===== src/rtl/alu_serial.sv =====
// rtl/alu_serial.sv - bit-serial multi-cycle ALU sequencer built around a 1-bit slice
module alu_serial #(
    parameter int WIDTH = 32
) (
    input  logic             clk,
    input  logic             reset,
    input  logic             start,
    input  logic [WIDTH-1:0] a,
    input  logic [WIDTH-1:0] b,
    input  logic [2:0]       alu_op,
    output logic             busy,
    output logic             done,
    output logic [WIDTH-1:0] result,
    output logic             carry_out,
    output logic             overflow,
    output logic             zero
);
    localparam int CW = (WIDTH > 1) ? $clog2(WIDTH) : 1;

    localparam logic [2:0] OP_AND = 3'b000;
    localparam logic [2:0] OP_OR  = 3'b001;
    localparam logic [2:0] OP_ADD = 3'b010;
    localparam logic [2:0] OP_XOR = 3'b011;
    localparam logic [2:0] OP_SUB = 3'b110;

    typedef enum logic [1:0] {
        S_IDLE,
        S_RUN,
        S_DONE
    } state_e;

    state_e           state_q, state_d;
    logic [CW-1:0]    cnt_q, cnt_d;
    logic [WIDTH-1:0] a_q, a_d;
    logic [WIDTH-1:0] b_q, b_d;
    logic [2:0]       op_q, op_d;
    logic             carry_q, carry_d;
    logic [WIDTH-1:0] shreg_q, shreg_d;
    logic [WIDTH-1:0] result_q, result_d;
    logic             carry_out_q, carry_out_d;
    logic             overflow_q, overflow_d;
    logic             zero_q, zero_d;

    // Returns {carry, result_bit}; unknown opcodes yield zero so illegal ops produce 0.
    function automatic logic [1:0] alu_1(input logic [2:0] op, input logic x,
                                         input logic y, input logic ci);
        logic [1:0] r;
        case (op)
            OP_AND:  r = {1'b0, x & y};
            OP_OR:   r = {1'b0, x | y};
            OP_ADD:  r = {(x & y) | (ci & (x ^ y)), x ^ y ^ ci};
            OP_XOR:  r = {1'b0, x ^ y};
            default: r = 2'b00;
        endcase
        return r;
    endfunction

    logic             is_sub;
    logic             is_arith;
    logic [2:0]       slice_op;
    logic [1:0]       slice;
    logic [WIDTH-1:0] shift_nxt;

    always_comb begin
        is_sub    = (op_q == OP_SUB);
        is_arith  = (op_q == OP_ADD) || is_sub;
        slice_op  = is_arith ? OP_ADD : op_q;
        slice     = alu_1(slice_op, a_q[cnt_q], b_q[cnt_q] ^ is_sub, carry_q);
        shift_nxt = {slice[0], shreg_q[WIDTH-1:1]};
    end

    always_comb begin
        state_d     = state_q;
        cnt_d       = cnt_q;
        a_d         = a_q;
        b_d         = b_q;
        op_d        = op_q;
        carry_d     = carry_q;
        shreg_d     = shreg_q;
        result_d    = result_q;
        carry_out_d = carry_out_q;
        overflow_d  = overflow_q;
        zero_d      = zero_q;
        case (state_q)
            S_IDLE: begin
                if (start) begin
                    state_d = S_RUN;
                    cnt_d   = '0;
                    a_d     = a;
                    b_d     = b;
                    op_d    = alu_op;
                    carry_d = (alu_op == OP_SUB);
                    shreg_d = '0;
                end
            end
            S_RUN: begin
                shreg_d = shift_nxt;
                carry_d = slice[1];
                cnt_d   = cnt_q + CW'(1);
                if (cnt_q == CW'(WIDTH - 1)) begin
                    // carry_q here is the carry into the MSB, slice[1] the carry out of it
                    state_d     = S_DONE;
                    result_d    = shift_nxt;
                    carry_out_d = is_arith & slice[1];
                    overflow_d  = is_arith & (carry_q ^ slice[1]);
                    zero_d      = (shift_nxt == '0);
                end
            end
            S_DONE: state_d = S_IDLE;
            default: state_d = S_IDLE;
        endcase
    end

    always_ff @(posedge clk or posedge reset) begin
        if (reset) begin
            state_q     <= S_IDLE;
            cnt_q       <= '0;
            a_q         <= '0;
            b_q         <= '0;
            op_q        <= '0;
            carry_q     <= 1'b0;
            shreg_q     <= '0;
            result_q    <= '0;
            carry_out_q <= 1'b0;
            overflow_q  <= 1'b0;
            zero_q      <= 1'b1;
        end else begin
            state_q     <= state_d;
            cnt_q       <= cnt_d;
            a_q         <= a_d;
            b_q         <= b_d;
            op_q        <= op_d;
            carry_q     <= carry_d;
            shreg_q     <= shreg_d;
            result_q    <= result_d;
            carry_out_q <= carry_out_d;
            overflow_q  <= overflow_d;
            zero_q      <= zero_d;
        end
    end

    assign busy      = (state_q != S_IDLE);
    assign done      = (state_q == S_DONE);
    assign result    = result_q;
    assign carry_out = carry_out_q;
    assign overflow  = overflow_q;
    assign zero      = zero_q;
endmodule


===== config.mk =====
export PLATFORM = sky130hd
export DESIGN_NAME = alu_serial
export DESIGN_NICKNAME = d
export VERILOG_FILES = /design/src/rtl/alu_serial.sv
export SDC_FILE = /design/constraint.sdc
export NUM_CORES = 1
export LEC_CHECK = 0
export ABC_AREA = 1
export BUFFER_PORTS_ARGS = -buffer_cell sky130_fd_sc_hd__buf_2
export CAP_MARGIN = 10
export CORE_UTILIZATION = 60
export DETAILED_ROUTE_END_ITERATION = 6
export GPL_TIMING_DRIVEN = 0
export HOLD_SLACK_MARGIN = 0.06
export PLACE_DENSITY = 0.85
export REMOVE_ABC_BUFFERS = 1
export SYNTH_ARGS = -nofsm -noshare
export SYNTH_HDL_FRONTEND = slang
export SYNTH_SLANG_ARGS = --single-unit

===== constraint.sdc =====
create_clock -name clk -period 6.68 [get_ports clk]
set_input_delay 0 -clock clk [delete_from_list [all_inputs] [get_ports clk]]
set_output_delay 0 -clock clk [all_outputs]
set_load 0.01 [all_outputs]

### Word-level counts from Yosys, hierarchy flattened

Cells that the tools add are included.

| cells by class | value |
|---|---|
| order comparisons | 1 |
| equality and inequality tests | 11 |
| muxes and demuxes | 15 |
| bitwise gates (word level) | 10 |
| $add $sub $neg | 1 |
| reduce and logical (&&, ||, !) cells | 10 |

Operator list:

| kind | count |
|---|---|
| $pmux W32 S2 | 1 |
| $logic_not A32 Y1 | 1 |
| $mux W32 | 1 |
| $bmux W1 S5 | 2 |
| $pmux W5 S2 | 1 |
| $eq A3 B2 Y1 const B | 3 |
| $pmux W2 S4 | 1 |
| $reduce_and A2 Y1 | 4 |
| $eq A3 B3 Y1 const B | 2 |
| $lt A5 B6 Y1 const B | 1 |
| $add A5 B1 Y5 const B | 1 |
| $eq A5 B5 Y1 const B | 1 |
| $mux W5 | 1 |
| $and A1 B1 Y1 | 4 |
| $mux W2 | 2 |
| $ne A2 B2 Y1 const B | 2 |
| $pmux W2 S2 | 1 |
| $reduce_bool A2 Y1 | 2 |
| $xor A1 B1 Y1 | 4 |
| $eq A3 B1 Y1 const B | 1 |
| $logic_not A3 Y1 | 1 |
| $mux W1 | 3 |
| $mux W3 | 1 |
| $eq A2 B1 Y1 const B | 1 |
| 5 further kinds | 6 |

| storage, ports and cells | value |
|---|---|
| register bits after elaboration | 142 |
| logic and storage cells | 59 |

### Depth between registers and ports, before layout

Gate-level depths: netlist of run 1.

| depth | value |
|---|---|
| depth in word-level cells | 9 |
| depth in mapped cells | 19 |
| depth with buffers taken out | 18 |

### Worst setup path after synthesis of run 1

OpenSTA, ideal clock, no wires.

| timing path | value |
|---|---|
| path kind | reg2reg |
| start point | reg cnt_q[0] |
| end point | reg result_q[31] (netlist: result[31]) |
| clock period less this slack | 2,197 ps |
| path slack | 4,483 ps |
| required time | 6,597 ps |
| setup time | 83 ps |
| buffers on the path | 3 |
| arrival | 2,114 ps |
| stages on the path, launching flop included | 17 |
| cells stage by stage | dfrtp_1 buf_6 inv_2 buf_6 buf_6 nand2_1 o211ai_2 nand3_1 nand3_1 nand2_1 nand2_1 nand2_1 fa_1 nor2_1 o22ai_1 nand2_1 o21ai_0 |

| between the ends | value |
|---|---|
| cells in the longest elaborated chain, start to end | 6 |
| elaborated cells between the ends (all ways) | 12 |
| those cells by class | eq/ne: 1; mux: 5; bitwise: 5; reduce/logical: 1 |

RTL lines:

| element | RTL line | source |
|---|---|---|
| from (decl) | 33 | `logic [CW-1:0] cnt_q, cnt_d;` |
| from (signal assigned) | 129 | `cnt_q <= cnt_d;` |
| $bmux W1 S5 | 68 | `slice = alu_1(slice_op, a_q[cnt_q], b_q[cnt_q] ^ is_sub, carry_q);` |
| $mux W1 (implied by the code) | 68 |  |
| $xor A1 B1 Y1 | 68 |  |
| $xor A1 B1 Y1 | 51, 52 |  |
| $xor A1 B1 Y1 | 51 | `OP_ADD: r = {(x & y) \| (ci & (x ^ y)), x ^ y ^ ci};` |
| $pmux W2 S4 | 48 | `case (op)` |
| to (signal assigned) | 135 | `result_q <= result_d;` |
| to (decl) | 39 | `logic [WIDTH-1:0] result_q, result_d;` |

Several ways; a longest one is shown, not always the timed one. The select of a mux whose other input is x is not followed.
A chain may end at the register's enable or synchronous reset.

### Final worst setup path of run 1

Same ends and word-level chain as after synthesis.

==> impl_metrics.py, run 1 <==
metrics = {
    "timing": {
        "period_needed_ns": 3.81,
        "worst_pin_slew_ns": 1.20,
        "fmax_ghz": 0.262,
        "hold_viol_final": 0,
        "finClkSkew_ns": 0.00968,
        "worst_slack_ns": 2.87,
        "setup_viol": 0,
        "setup_tns_ns": 0,
        "slew_violations": 0,
        "rsz0062_at_grt": "false",
        "fin_crit_sh": 0.571,
        "max-slew-margin-rel": 0.200,
    },
    "logic_synthesis": {
        "synth_commonest_cells": "140 x dfrtp_1, 122 x nand2_1, 58 x mux2_2",
        "yosys_warnings": 0,
        "synthCells": 603,
        "synth_area_um2": 6080,
        "ys_types": 26,
        "synth_edf_count": 0,
        "ys_seq_area_frac": 0.580,
        "synth.top_cells.by_area": "dfrtp_1 58%, mux2_2 11%, nand2_1 7.5%, o21ai_0 3.8%, o22ai_1 3.5%",
        "synthArstFlopShare": 1.00,
        "synth.top_cell.area_share": 0.576,
        "synth_top_area_cell": "dfrtp_1",
        "syn_area_per_cell_um2": 10.1,
        "yosys_register_bits": 141,
        "synth_top_flop_cell": "dfrtp_1",
        "yosysMostFrequentCell": "dfrtp_1",
    },
    "final_layout": {
        "fin_nets": 841,
        "multi_input_area_um2": 2170,
        "syn2layout_area_growth_pct": 30.5,
        "regArea_um2": 3530,
        "n_antenna_cell": 0,
        "fillers": 547,
        "drive_above_1_share": 0.268,
    },
    "power_and_ir_drop": {
        "peakVddDrop_mv": 0.278,
        "power_density_nw_per_um2": 492,
        "p_total_w": 0.00390,
        "cellLeakagePower_nw": 3.87,
    },
    "clocking": {
        "cts_tree": "yes",
        "ctsResizeCount": 0,
        "clk_pin_slew_ns": 0.07,
        "cts-htree-levels": 4,
        "cts_sinks": 141,
        "cts_made_buffers": 17,
        "clockBufferDepth": 2,
        "clock_latency_ns": 0.54,
        "root_buffer": "clkbuf_8",
    },
    "detailed_routing": {
        "drt_iter0_markers": 276,
        "wl_um": 16100,
        "routedWlPerCell_um": 17.6,
        "viasPerCell": 5.65,
        "first_pass_iters": 5,
        "route.detailed.drc": 0,
        "detail-route-antenna-nets": 0,
        "num_vias": 5152,
    },
    "place": {
        "pre_cts_ws_ns": 3.19,
        "place_congestion": 0.821,
        "hpwl_um": 8450,
        "portBuffers": 106,
    },
    "worst_setup_path": {
        "cp.required_ns": 7.13,
        "cpMostUsedCell": "nand2_1",
        "cp-end-kind": "flip-flop",
        "worst_setup_path_start_kind": "flip-flop",
        "cp_cell_sequence": "inv_2, nand2_1, nand2_1, nand2_1, nand2_1, nor2_1, nand2_1, nand3_1, nand2_1, nand2_1, nand2_1, fa_1, nor2_1, o22ai_1, nand2_1, o21ai_0",
        "cp_slowest_stage_delay_ns": 1.09,
        "crit_buf_inv": 1,
        "path_max_fanout": 40,
        "crit_start": "cnt_q[0]$_DFFE_PP0P_",
        "slowest_stage": "dfrtp_1",
        "crit_family": "simple AND/OR/NAND/NOR gates",
        "r2r-start": "cnt_q[0]$_DFFE_PP0P_",
        "arrival_ns": 4.26,
        "worstSetupPathType": "flip-flop to flip-flop",
    },
    "floorplanning": {
        "fp.coreArea_um2": 9820,
        "dieHeight_um": 103,
        "start_util": 0.620,
        "rows": 36,
        "die_w_um": 103,
        "io_pins": 107,
        "dieArea_um2": 10500,
    },
    "global_route": {
        "overflow": 0,
        "grt_pass1_vias": 5180,
        "grt_pass1_wl_um": 25300,
        "grt_max_degree": 82,
        "track_usage": 0.326,
        "antenna_found_initial": 0,
    },
    "flow_run": {
        "drv_cap": 0,
    },
    "outcome": {
        "outcome": "complete, no violations",
    },
    "worst_hold_path": {
        "hold_path_class": "input pin to async pin",
    },
}
cell type report:
class                      instances  share of cell area
sequential                       141               0.445
multi-input combinational        372               0.274
timing repair buffer             176               0.159
clock buffer                      21              0.0566
inverter                          58              0.0280
tap                              133              0.0210
clock inverter                    11              0.0178
power by group:
group	switching, W	leakage, nW	total [W]	internal (W)
combinational	0.000826	1.92	0.00142	0.000596
clock	0.000360	0.295	0.000947	0.000587
sequential	0.000285	1.65	0.00154	0.00125
registers in the layout, summed over array words and instances, names as in the netlist:
name and flops:
carry_out 1, b_q 32, overflow 1, a_q 32, zero 1, result 32, cnt_q 5, carry_q 1
state_q 2, shreg_q 31, op_q 3
worst register-to-register path, cell delays in order, from the launching register on:
cell and delay (ns):
dfrtp_1 1.09, inv_2 0.60, nand2_1 0.19, nand2_1 0.10, nand2_1 0.07, nand2_1 0.06, nor2_1 0.14, nand2_1 0.11
nand3_1 0.13, nand2_1 0.09, nand2_1 0.06, nand2_1 0.08, fa_1 0.48, nor2_1 0.05, o22ai_1 0.14, nand2_1 0.15
o21ai_0 0.18
repair_timing:
item	in CTS	in global routing
hold buffers	68	0
setup buffers	0	0
hold endpoints to repair	155	0
cells in the final DEF, fill, tap and decap left out, types with 2 or more instances in the layout:
cell type,n
a21oi_1,14
buf_2,106
bufinv_16,3
clkbuf_1,2
clkbuf_16,16
clkbuf_8,3
clkinv_2,5
clkinv_4,3
dfrtp_1,140
dlygate4sd3_1,68
ha_1,4
inv_1,53
inv_2,4
mux2_2,58
nand2_1,120
nand3_1,36
nand4_1,2
nor2_1,32
nor3_1,3
nor4_1,5
o211ai_2,3
o21ai_0,46
o21ai_1,8
o22ai_1,34
final timing paths:
kind	cells after the start	slack, ns	end
worst max-delay path	16	2.87	result[31]$_DFFE_PP0P_
worst min-delay path	3	0.09	result[21]$_DFFE_PP0P_
worst max register to register	16	2.87	result[31]$_DFFE_PP0P_
worst min register to register	2	0.48	zero$_DFFE_PP1P_
max in group asynchronous	4	5.83	shreg_q[21]$_DFFE_PP0P_
min in group clk	3	0.24	b_q[7]$_DFFE_PP0P_
routing by layer:
metal  vias up  track usage  share of wire
met5         -            0              0
met4         0        0.180          0.042
met3        70        0.106          0.078
met2       246        0.541           0.50
met1      2503        0.374           0.38
li1       2333            -              -
cells by family after synthesis:
group,synth area share
AND/OR/NAND/NOR,0.137
flip-flops,0.580
AO/OA/AOI/OAI,0.0993
buffers and inverters,0.0646
multiplexers,0.107
adder cells (fa/ha/maj),0.0115
per-stage QoR:
step / std cells / utilization / hold slack, ns / cell area, um^2
6_report: 912 / 0.809 / 0.0877 / 7940
5_1_grt: 912 / 0.809 / 0.140 / 7940
4_1_cts: 912 / 0.809 / 0.108 / 7940
3_5_place_dp: 812 / 0.679 / 0.124 / 6670
2_1_floorplan: 571 / - / 0.151 / 5910
3_3_place_gp: 810 / 0.673 / 0.233 / 6610
(Power assumes the default switching activity.)
==> run 2, diff against run 1 <==
- ABC_AREA: 1 -> 0
- CORE_UTILIZATION: 60 -> 56
- PLACE_DENSITY: 0.85 -> 0.8
- clock period: 6.68 -> 3.65 ns (I/O delays scaled with it)
==> run 2 against run 1 <==
Compared with the run above:
- synthesized cell count rose by 3.8%
- sequential share of layout area fell by 0.77 points
- sequential power rose by 82%
- final area rose by 1.9%
- area after synthesis rose by 0.97%
- final cell count rose by 2.1%
- first-iteration DRC count rose by 4.0%
- critical endpoint is now zero$_DFFE_PP1P_
- critical path depth fell by 6
- register-to-register slack got worse by 2.5 ns
- maximum frequency rose by 16%
- die area rose by 8.0%
==> impl_metrics.py, run 2 <==
metrics = {
    "outcome": {
        "outcome": "complete, no violations",
    },
    "power_and_ir_drop": {
        "p_comb_frac": 0.314,
        "power_density_nw_per_um2": 839,
        "cellLeakagePower_nw": 3.87,
        "p_total_w": 0.00679,
        "p_clk_frac": 0.272,
        "netSwitchingFraction": 0.347,
        "seqPwrFrac": 0.413,
        "intPower_w": 0.00443,
        "peakVddDrop_mv": 0.497,
        "power.switching_w": 0.00235,
    },
    "floorplanning": {
        "dieHeight_um": 107,
        "start_util": 0.587,
        "fp.coreArea_um2": 10500,
        "dieArea_um2": 11400,
        "rows": 37,
        "die_w_um": 107,
        "io_pins": 107,
    },
    "logic_synthesis": {
        "synth_area_um2": 6140,
        "synth_top_flop_cell": "dfrtp_1",
        "synth.top_cell.area_share": 0.570,
        "synthAdderAreaFrac": 0.0114,
        "ys_types": 35,
        "syn_area_per_cell_um2": 9.81,
        "synth.area.mux_share": 0.122,
        "synth_commonest_cells": "283 x nand2_1, 140 x dfrtp_1, 42 x o21ai_0",
        "synthCells": 626,
        "synth_top_family_by_area": "simple AND/OR/NAND/NOR gates",
        "synth_top_area_cell": "dfrtp_1",
        "yosys_warnings": 0,
        "synth-simple-area-share": 0.208,
        "synth.top_cells.by_area": "dfrtp_1 57%, nand2_1 17%, mux2_2 5.7%, o21ai_0 3.4%, mux4_1 3.0%",
        "ys_seq_area_frac": 0.575,
        "synth_compound_area_frac": 0.0509,
        "yosys_register_bits": 141,
        "synth_edf_count": 0,
        "yosysMostFrequentCell": "nand2_1",
        "synthArstFlopShare": 1.00,
        "synth_xor_area_frac": 0.00428,
    },
    "clocking": {
        "clock_latency_ns": 0.52,
        "cts-htree-levels": 4,
        "cts_tree": "yes",
        "root_buffer": "clkbuf_8",
        "cts_made_buffers": 17,
        "cts_setup_buffers": 0,
        "cts_sinks": 141,
        "clk_pin_slew_ns": 0.06,
        "clockBufferDepth": 2,
    },
    "timing": {
        "setup_tns_ns": 0,
        "worst_pin_slew_ns": 0.971,
        "hold_viol_final": 0,
        "max-slew-margin-rel": 0.353,
        "setup_viol": 0,
        "finClkSkew_ns": 0.00887,
        "fin_crit_sh": 0.903,
        "hold-worst-slack_ns": 0.175,
        "slew_violations": 0,
        "rsz0062_at_grt": "false",
        "period_needed_ns": 3.30,
        "fmax_ghz": 0.303,
    },
    "final_layout": {
        "final_cell_mix": "281 x nand2_1, 138 x dfrtp_1, 106 x buf_2, 68 x dlygate4sd3_1, 42 x o21ai_0",
        "final_area_um2": 8090,
        "mostFrequentLayoutCell": "nand2_1",
        "utilization": 0.773,
        "fin_nets": 860,
        "fillers": 649,
        "n_antenna_cell": 0,
        "regArea_um2": 3530,
        "syn2layout_area_growth_pct": 31.7,
        "drive_above_1_share": 0.229,
        "multi_input_area_um2": 2450,
    },
    "detailed_routing": {
        "routedWlPerCell_um": 16.0,
        "drt_iter0_markers": 287,
        "viasPerCell": 5.40,
        "route.detailed.drc": 0,
        "wl_um": 14900,
        "detail-route-antenna-nets": 0,
        "num_vias": 5025,
        "first_pass_iters": 5,
    },
    "place": {
        "place_area_um2": 6770,
        "place_congestion": 0.745,
        "portBuffers": 106,
        "hpwl_um": 8000,
    },
    "global_route": {
        "antenna_found_initial": 0,
        "grt_pass1_vias": 5316,
        "grt_pass1_wl_um": 25000,
        "overflow": 0,
        "track_usage": 0.286,
        "grt_max_degree": 103,
    },
    "worst_setup_path": {
        "r2r-start": "cnt_q[0]$_DFFE_PP0P_",
        "path_max_fanout": 15,
        "worst_setup_path_start_kind": "flip-flop",
        "crit_start": "cnt_q[0]$_DFFE_PP0P_",
        "arrival_ns": 3.73,
        "worstSetupPathType": "flip-flop to flip-flop",
        "cp.required_ns": 4.09,
        "cp-end-kind": "flip-flop",
    },
    "worst_hold_path": {
        "hold_path_class": "input pin to async pin",
    },
    "flow_run": {
        "drv_cap": 0,
    },
}
[run 2: timing repair]
action | 4_1_cts | 5_1_grt
endpoints found under the setup margin | 3 | 3
pin swaps | 0 | 0
hold endpoints to repair | 150 | 0
resized for setup | 1 | 2
gates cloned | 0 | 0
hold buffers | 68 | 0
[run 2: cell type report]
cell class              count  share of cell area
well taps                 136              0.0210
multi-input cells         444               0.303
clock inverters            10              0.0233
flip-flops and latches    141               0.437
inverters                   4             0.00247
clock buffers              19              0.0546
repair buffers            177               0.159
[run 2: worst max-delay path: stages (launching register included)]
cell and delay, ns:
dfrtp_2 0.59, mux4_1 0.63, mux4_2 0.49, a21oi_2 0.23, inv_2 0.07, fa_1 0.46
a22oi_1 0.20, nor2_1 0.06, a21oi_1 0.25, nand2_1 0.08, o21ai_0 0.15
[run 2: cells by family after synthesis]
logic type	count (synthesis)
AO/OA/AOI/OAI	57
XOR/XNOR	3
adder cells (fa/ha/maj)	5
buffers and inverters	41
flip-flops	141
multiplexers	57
AND/OR/NAND/NOR	322
[run 2: power by group through the flow]
| stage | Sequential (W) | Combinational [W] | Clock [W] |
|---|---|---|---|
| finish | 0.00280 | 0.00213 | 0.00185 |
| global route | 0.00289 | 0.00241 | 0.00194 |
| CTS | 0.00278 | 0.00211 | 0.00186 |
| detailed placement | 0.00280 | 0.00202 | 0 |
| global placement | 0.00275 | 0.00190 | 0 |
| floorplan | 0.00270 | 0.00140 | 0 |
[run 2: per-layer routing]
metal,vias to the layer above,track usage,routed length [um]
met5,-,0,0
met4,0,0.121,320
met3,36,0.0669,720
met2,175,0.486,7700
met1,2443,0.350,6190
li1,2371,-,-
[run 2: metrics by stage]
stage | std cells | setup WS, ns
after global routing | 931 | 0.0340
after floorplan | 589 | -0.130
after detailed placement | 834 | -0.0795
final | 931 | 0.352
after CTS | 931 | 0.154
after global placement | 831 | -1.43
[run 2: worst paths after layout]
check	endpoint	slack [ns]	depth (start not counted)
setup / recovery	zero$_DFFE_PP1P_	0.35	10
hold / removal	a_q[20]$_DFFE_PP0P_	0.17	3
setup reg to reg	zero$_DFFE_PP1P_	0.35	10
hold reg to reg	b_q[25]$_DFFE_PP0P_	0.48	2
max in group asynchronous	cnt_q[0]$_DFFE_PP0P_	2.73	4
min in group clk	b_q[19]$_DFFE_PP0P_	0.19	4
==> run 3, diff against run 2 <==
- ABC_AREA: 0 -> 1
==> run 3 against run 2 <==
Compared with the run above:
- utilization shrank 1.3 points
- global-route usage grew 0.43 points
- non-clock buffer count is the same
- largest cell class unchanged
==> impl_metrics.py, run 3 (synthesis results as in run 1) <==
metrics = {
    "worst_hold_path": {
        "whs_path_depth": 3,
        "min_from": "b[17]",
        "hold_path_class": "input pin to flip-flop",
    },
    "final_layout": {
        "n_antenna_cell": 0,
        "utilization": 0.761,
        "regArea_um2": 3530,
        "fillers": 648,
        "syn2layout_area_growth_pct": 30.2,
        "fin_nets": 842,
        "mostFrequentLayoutCell": "dfrtp_1",
        "drive_above_1_share": 0.269,
        "final_cells": 916,
        "multi_input_area_um2": 2170,
        "final_cell_mix": "139 x dfrtp_1, 120 x nand2_1, 106 x buf_2, 69 x dlygate4sd3_1, 58 x mux2_2",
    },
    "floorplanning": {
        "fp.coreArea_um2": 10400,
        "rows": 37,
        "io_pins": 107,
        "dieHeight_um": 106,
        "die_w_um": 106,
        "dieArea_um2": 11300,
        "start_util": 0.584,
    },
    "flow_run": {
        "drv_cap": 0,
    },
    "clocking": {
        "cts_sinks": 141,
        "clock_latency_ns": 0.54,
        "clockBufferDepth": 2,
        "cts_tree": "yes",
        "root_buffer": "clkbuf_8",
        "cts_made_buffers": 17,
        "cts-htree-levels": 4,
        "clk_pin_slew_ns": 0.06,
    },
    "timing": {
        "finClkSkew_ns": 0.00744,
        "max-slew-margin-rel": 0.174,
        "slew_violations": 0,
        "rsz0062_at_grt": "false",
        "setup_tns_ns": 0,
        "hold_viol_final": 0,
        "fin_crit_sh": 0.883,
        "hold-worst-slack_ns": 0.222,
        "fmax_ghz": 0.310,
        "setup_viol": 0,
        "worst_pin_slew_ns": 1.24,
        "period_needed_ns": 3.22,
    },
    "power_and_ir_drop": {
        "power_density_nw_per_um2": 874,
        "cellLeakagePower_nw": 3.84,
        "peakVddDrop_mv": 0.550,
    },
    "worst_setup_path": {
        "rr_worst_depth": 17,
        "r2r-start": "cnt_q[0]$_DFFE_PP0P_",
        "arrival_ns": 3.69,
        "cp-end-kind": "flip-flop",
        "worst_setup_path_start_kind": "flip-flop",
        "crit_start": "cnt_q[0]$_DFFE_PP0P_",
        "worstSetupPathType": "flip-flop to flip-flop",
        "cp.required_ns": 4.11,
        "path_max_fanout": 40,
    },
    "global_route": {
        "track_usage": 0.290,
        "antenna_found_initial": 0,
        "overflow": 0,
        "grt_pass1_vias": 5205,
        "grt_max_degree": 89,
        "grt_pass1_wl_um": 24900,
    },
    "detailed_routing": {
        "routedWlPerCell_um": 16.7,
        "viasPerCell": 5.50,
        "drt_iter0_markers": 317,
        "detail-route-antenna-nets": 0,
        "route.detailed.drc": 0,
        "first_pass_iters": 5,
        "num_vias": 5038,
        "wl_um": 15300,
    },
    "place": {
        "dp.cells": 815,
        "portBuffers": 106,
        "place_congestion": 0.797,
        "hpwl_um": 8720,
    },
    "outcome": {
        "outcome": "complete, no violations",
    },
}
[run 3: critical path, stage by stage (launching register included)]
cell and delay, ns:
dfrtp_2 0.73, inv_2 0.46, nand2_1 0.18, nand2_1 0.10, nand2_1 0.07, nand2_1 0.05, nor2_1 0.10, nand2_1 0.06
nand3_1 0.14, nand2_1 0.09, nand2_1 0.06, nand2_1 0.08, fa_1 0.49, nor2_1 0.05, o22ai_1 0.11, nand2_1 0.17
nand3_1 0.14, nand2_1 0.06
[run 3: worst paths after layout]
check	to	slack, ns
worst min-delay path	b_q[17]$_DFFE_PP0P_	0.22
worst max-delay path	zero$_DFFE_PP1P_	0.43
worst max register to register	zero$_DFFE_PP1P_	0.43
min in group asynchronous	result[22]$_DFFE_PP0P_	0.64
worst min register to register	zero$_DFFE_PP1P_	0.47
max in group asynchronous	cnt_q[0]$_DFFE_PP0P_	2.20
[run 3: per-stage QoR]
step | cell area [um^2] | worst slack (ns) | power (W)
finish | 7920 | 0.427 | 0.00693
global route | 7920 | 0.122 | 0.00739
CTS | 7920 | 0.0641 | 0.00689
detailed placement | 6680 | 0.0806 | 0.00520
global placement | 6610 | -1.42 | 0.00505
floorplan | 5910 | -0.130 | 0.00442
[run 3: per-layer routing]
layer	vias up	wire length, um	GRT usage
li1	2346	-	-
met1	2475	6020	0.335
met2	164	7840	0.498
met3	53	819	0.0760
met4	0	575	0.147
met5	-	0	0
[run 3: layout make-up]
class | instances | area share
Clock buffer | 20 | 0.0550
Clock inverter | 12 | 0.0145
Inverter | 58 | 0.0281
Multi-Input combinational cell | 372 | 0.274
Sequential cell | 141 | 0.446
Tap cell | 136 | 0.0215
Timing Repair Buffer | 177 | 0.161
[run 3: what timing repair did]
action	CTS	global route
hold endpoints to repair	209	0
endpoints found under the setup margin	0	5
resized for setup	0	1
buffers inserted	0	0
hold buffers	69	0
[run 3: power breakdown]
part / internal, W / switching [W] / leakage (nW)
clock: 0.000926 / 0.000675 / 0.262
sequential: 0.00229 / 0.000485 / 1.65
combinational: 0.00109 / 0.00146 / 1.93
